## config.mk

```make
export PLATFORM = sky130hd
export DESIGN_NAME = mem_port_arbiter
export DESIGN_NICKNAME = d
export VERILOG_FILES = /design/src/rtl/mem_port_arbiter.sv
export SDC_FILE = /design/constraint.sdc
export NUM_CORES = 1
export LEC_CHECK = 0
export BUFFER_PORTS_ARGS = -buffer_cell sky130_fd_sc_hd__buf_2
export CORE_AREA = 2 2 117 119
export CTS_BUF_LIST = sky130_fd_sc_hd__clkbuf_8
export CTS_CLUSTER_SIZE = 30
export DETAILED_ROUTE_END_ITERATION = 6
export DIE_AREA = 0 0 119 121
export PLACE_DENSITY_LB_ADDON = 0.08
export SETUP_SLACK_MARGIN = 0.15
export SLEW_MARGIN = 15
export SYNTH_ARGS = -nofsm -noshare
export SYNTH_HDL_FRONTEND = slang
export SYNTH_SLANG_ARGS = --single-unit
```

## constraint.sdc

```tcl
create_clock -name clk -period 3 [get_ports clk]
set_input_delay 0.3 -clock clk [delete_from_list [all_inputs] [get_ports clk]]
set_output_delay 0.3 -clock clk [all_outputs]
set_load 0.01 [all_outputs]
```

## src/rtl/mem_port_arbiter.sv

```systemverilog
// Two-requester arbiter for the shared DDR2 user port: holds ownership across
// multi-command sequences, routes read data and flags protocol violations.
module mem_port_arbiter #(
    parameter int OUTS_W = 3
) (
    input  logic        clk,
    input  logic        reset,
    input  logic        a_req,
    input  logic        b_req,
    output logic        a_gnt,
    output logic        b_gnt,
    input  logic [29:0] a_addr,
    input  logic [29:0] b_addr,
    input  logic        a_read_write,
    input  logic        b_read_write,
    input  logic        a_mem_op,
    input  logic        b_mem_op,
    input  logic [31:0] a_data_out,
    input  logic [31:0] b_data_out,
    output logic        a_ready,
    output logic        b_ready,
    output logic        a_data_ready,
    output logic        b_data_ready,
    output logic [31:0] a_data_in,
    output logic [31:0] b_data_in,
    input  logic        pX_ready,
    input  logic [31:0] pX_data_in,
    input  logic        pX_data_ready,
    output logic [29:0] pX_addr,
    output logic        pX_read_write,
    output logic        pX_mem_op,
    output logic [31:0] pX_data_out,
    output logic        busy,
    output logic        proto_err
);

    typedef enum logic [1:0] {IDLE, GRANT_A, GRANT_B, TURN} state_t;

    state_t              state_q, state_d;
    logic                last_b_q, last_b_d;
    logic [OUTS_W-1:0]   outs_q, outs_d;
    logic                op_prev_q, op_prev_d;
    logic                err_q, err_d;

    logic                fwd_op;
    logic                rd_start;
    logic                rel_ok;

    assign a_gnt = (state_q == GRANT_A);
    assign b_gnt = (state_q == GRANT_B);
    assign busy  = (state_q != IDLE);
    assign proto_err = err_q;

    assign a_ready      = a_gnt & pX_ready;
    assign b_ready      = b_gnt & pX_ready;
    assign a_data_ready = a_gnt & pX_data_ready;
    assign b_data_ready = b_gnt & pX_data_ready;
    assign a_data_in    = pX_data_in;
    assign b_data_in    = pX_data_in;

    // Port mux; an unowned port is parked as an idle read at address 0.
    always_comb begin
        fwd_op        = 1'b0;
        pX_addr       = '0;
        pX_read_write = 1'b1;
        pX_data_out   = '0;
        if (a_gnt) begin
            fwd_op        = a_mem_op;
            pX_addr       = a_addr;
            pX_read_write = a_read_write;
            pX_data_out   = a_data_out;
        end else if (b_gnt) begin
            fwd_op        = b_mem_op;
            pX_addr       = b_addr;
            pX_read_write = b_read_write;
            pX_data_out   = b_data_out;
        end
    end

    assign pX_mem_op = fwd_op & ~reset;
    assign rd_start  = fwd_op & ~op_prev_q & pX_read_write;
    assign rel_ok    = (outs_q == '0) & ~fwd_op & pX_ready;

    always_comb begin
        state_d   = state_q;
        last_b_d  = last_b_q;
        outs_d    = outs_q;
        op_prev_d = fwd_op;
        err_d     = err_q;

        if ((a_mem_op & ~a_gnt) | (b_mem_op & ~b_gnt))
            err_d = 1'b1;

        // Simultaneous start and return leave the count unchanged.
        if (rd_start & ~pX_data_ready) begin
            if (outs_q == '1) err_d = 1'b1;
            else              outs_d = outs_q + 1'b1;
        end else if (pX_data_ready & ~rd_start) begin
            if (outs_q == '0) err_d = 1'b1;
            else              outs_d = outs_q - 1'b1;
        end else if (pX_data_ready & rd_start & (outs_q == '0)) begin
            err_d = 1'b1;
        end

        unique case (state_q)
            IDLE: begin
                if (a_req & (~b_req | last_b_q)) state_d = GRANT_A;
                else if (b_req)                  state_d = GRANT_B;
            end
            GRANT_A: begin
                if (~a_req & rel_ok) begin
                    state_d  = TURN;
                    last_b_d = 1'b0;
                end
            end
            GRANT_B: begin
                if (~b_req & rel_ok) begin
                    state_d  = TURN;
                    last_b_d = 1'b1;
                end
            end
            TURN:    state_d = IDLE;
            default: state_d = IDLE;
        endcase
    end

    always_ff @(posedge clk) begin
        if (reset) begin
            state_q   <= IDLE;
            last_b_q  <= 1'b1;
            outs_q    <= '0;
            op_prev_q <= 1'b0;
            err_q     <= 1'b0;
        end else begin
            state_q   <= state_d;
            last_b_q  <= last_b_d;
            outs_q    <= outs_d;
            op_prev_q <= op_prev_d;
            err_q     <= err_d;
        end
    end

endmodule

```

==> results.json <==
{
  "dp_hpwl_um": 6139,
  "fin_area_mm2": 0.002476,
  "grt_max_degree": 54,
  "hp-class": "input port to flip-flop",
  "ir_drop_mv": 0.2781,
  "crit_buf_inv": 3,
  "cap_violations": 0,
  "synth_cell_types": 32,
  "slew_violations": 0,
  "route.antenna.remaining_nets": 0,
  "syn_to_final_growth_pct": 47.25,
  "antenna_cells": 0,
  "antenna_found_initial": 0,
  "grt_pass1_vias": 2027,
  "synthesis.nets": 385,
  "p_int_mw": 1.049,
  "post-cts-setup-buffer-count": 0,
  "syn-instance-count": 215,
  "synth_top_area_share_pct": 32.29,
  "max_freq_ghz": 0.4070,
  "cts_root_buf": "clkbuf_8",
  "path_max_fanout": 15,
  "rsz0062_at_grt": "no",
  "yosys-top-cells-area": "a22o_1 32%, buf_4 29%, dfxtp_1 9.5%",
  "start_util_pct": 12.85,
  "coreArea_mm2": 0.01309,
  "boundaryPins": 302,
  "cts_tree": "built",
  "post_drt_via_cell_ratio": 3.903,
  "num_vias": 2049,
  "synth_area_mm2": 0.001682,
  "crit_slowest_cell": "fa_1",
  "placed_cell_area_mm2": 0.002435,
  "tightest_slew_ns": 0.5926,
  "p_total_mw": 2.111,
  "endpoint_kind": "flip-flop",
  "p_switching_mw": 1.062,
  "p_per_area_mw_per_mm2": 852.7,
  "drt-total-wl_um": 7223,
  "placementRows": 42,
  "drt_pre_antenna_iters": 3,
  "multi_input_area_um2": 964.7,
  "p_comb_share_pct": 84.1,
  "wire_per_inst_um": 13.76,
  "numPortBuffers": 205,
  "cts_resized": 0,
  "cts_made_buffers": 3,
  "synth.avg_cell_area_um2": 7.821,
  "drt_iter0_drc": 34,
  "setup_tns_ns": 0,
  "synth_largest_area_cell": "a22o_1",
  "dieHeight_um": 121,
  "cp.required_ns": 3.12,
  "crit_family": "adder cells",
  "critPathLaunchType": "flip-flop",
  "drcViolationCount": 0,
  "cp.arrival_ns": 2.58,
  "leakage_nw": 1.407,
  "grt.total_usage_pct": 8.948,
  "grt_pass1_wl_um": 10410,
  "cts_sinks": 8,
  "place_congestion": 0.6945,
  "cts_buffer_depth": 2,
  "slew_headroom_pct": 60.50,
  "die_w_um": 119,
  "nFillCells": 1499,
  "cts_hold_buf": 0,
  "drive_gt1_share_pct": 62.75,
  "skew_ns": 0.006731,
  "p_sw_share_pct": 50.30,
  "ys_warn_count": 0,
  "finalCritPeriodShare_pct": 81.89,
  "clk_latency_ns": 0.23,
  "max_stage_delay_ns": 0.39,
  "pwr-share-clk_pct": 6.2,
  "finalSetupViolCount": 0,
  "sequentialPowerShare_pct": 9.6,
  "register_area_um2": 160.2,
  "status": "completed",
  "yosys_register_bits": 8,
  "gr-total-overflow": 0,
  "final-hold-violation-count": 0,
  "cts.reportedPaths.clkPinSlew_ns": 0.05,
  "path_cells": "inv_1 -> ha_2 -> buf_4 -> nand2b_1 -> o22ai_1 -> nor3_1 -> nand2b_1 -> fa_1 -> inv_1 -> o311a_1 -> a31oi_1 -> mux2_2",
  "worstSetupPathType": "flip-flop to flip-flop",
  "fin_crit_ns": 2.457,
  "htree_levels": 1,
  "ys_seq_area_share_pct": 9.524,
  "final_nets": 521,
  "die_area_mm2": 0.01440
}
[placed cells by master (no fill, tap or decap), types with 2 or more instances in the layout]
master	count
a31oi_1	3
dfxtp_1	8
nand2_1	2
buf_2	205
nor2_1	8
buf_4	4
or3_1	3
a22o_1	62
mux2_2	2
nor2_4	2
nand3_1	2
nor2b_1	3
nand2b_1	4
a21oi_1	3
inv_1	9
mux2i_1	2
and2_1	5
nor3_1	2
o21ai_0	2
ha_1	2
clkbuf_8	3
[metal layers]
metal | part of all wire, % | vias up | track usage (%)
met5 | 0 | - | 0
met4 | 1.9 | 0 | 2.381
met3 | 8.1 | 27 | 2.115
met2 | 53 | 117 | 17.35
met1 | 37 | 907 | 9.635
li1 | - | 998 | -
[power groups by stage]
stage	Combinational [mW]	Clock, mW	Sequential [mW]
floorplan	1.20	0	0.192
global placement	1.84	0	0.208
detailed placement	1.81	0	0.207
CTS	1.82	0.140	0.204
global route	1.96	0.149	0.212
finish	1.78	0.132	0.203
[area by class of cell]
cell class	count	share of cell area, %
Inverter	9	1.364
Sequential cell	8	6.468
Timing Repair Buffer	209	42.65
Tap cell	176	8.893
Clock buffer	3	1.668
Multi-Input combinational cell	120	38.96
[synth_stat cells]
cell      number
buf_4         64
a22o_1        62
clkbuf_1      14
inv_1          9
nor2_1         9
dfxtp_1        8
and2_1         5
nand2b_1       4
a21oi_1        3
a31oi_1        3
ha_1           3
nor2b_1        3
or3_1          3
mux2_2         2
mux2i_1        2
nand2_1        2
nand3_1        2
nor3_1         2
o21ai_0        2
a211oi_2       1
a21o_1         1
a221oi_1       1
and3b_1        1
fa_1           1
nor2_4         1
nor4_1         1
o211ai_1       1
o22ai_1        1
o311a_1        1
o31a_1         1
o41a_1         1
or4b_4         1
[state kept, by name, summed over array words and instances (netlist names)]
| name | cells |
|---|---|
| proto_err | 1 |
| outs_q | 3 |
| op_prev_q | 1 |
| state_q | 2 |
| last_b_q | 1 |
[logic make-up (layout without fill, tap and decap cells)]
group	Yosys count	after routing	share of synthesized area, %
buffers and inverters	87	221	33.71
AOI/OAI and AO/OA	78	78	39.21
and+or+nand+nor	34	34	11.61
DFF	8	8	9.524
adders and majority gates	4	4	3.423
muxes	4	4	2.530
[worst paths after layout]
| path | endpoint | start | cells after the start | slack, ns |
|---|---|---|---|---|
| hold reg to reg | last_b_q | last_b_q | 2 | 0.53 |
| setup reg to reg | outs_q[2] | state_q[1] | 12 | 0.54 |
| hold / removal | proto_err | pX_data_ready | 3 | 0.39 |
| setup / recovery | outs_q[2] | state_q[1] | 12 | 0.54 |
[tightest hold or removal path: cells and delay by family]
| family | cells | cell delay, ns |
|---|---|---|
| buffers and inverters | 1 | 0.13 |
| AOI/OAI and AO/OA | 1 | 0.07 |
| and+or+nand+nor | 1 | 0.06 |
[per-stage QoR]
stage | worst slack, ns | util (%) | hold WS [ns] | std cells
after global placement | 0.5603 | 18.61 | 0.5408 | 522
after CTS | 0.5240 | 18.92 | 0.3808 | 525
final | 0.5433 | 18.92 | 0.3862 | 525
after floorplan | 0.7272 | - | 0.4618 | 215
after global routing | 0.2974 | 18.92 | 0.3908 | 525
after detailed placement | 0.5294 | 18.61 | 0.5226 | 522
No activity file was read; power rests on OpenSTA's default activity.
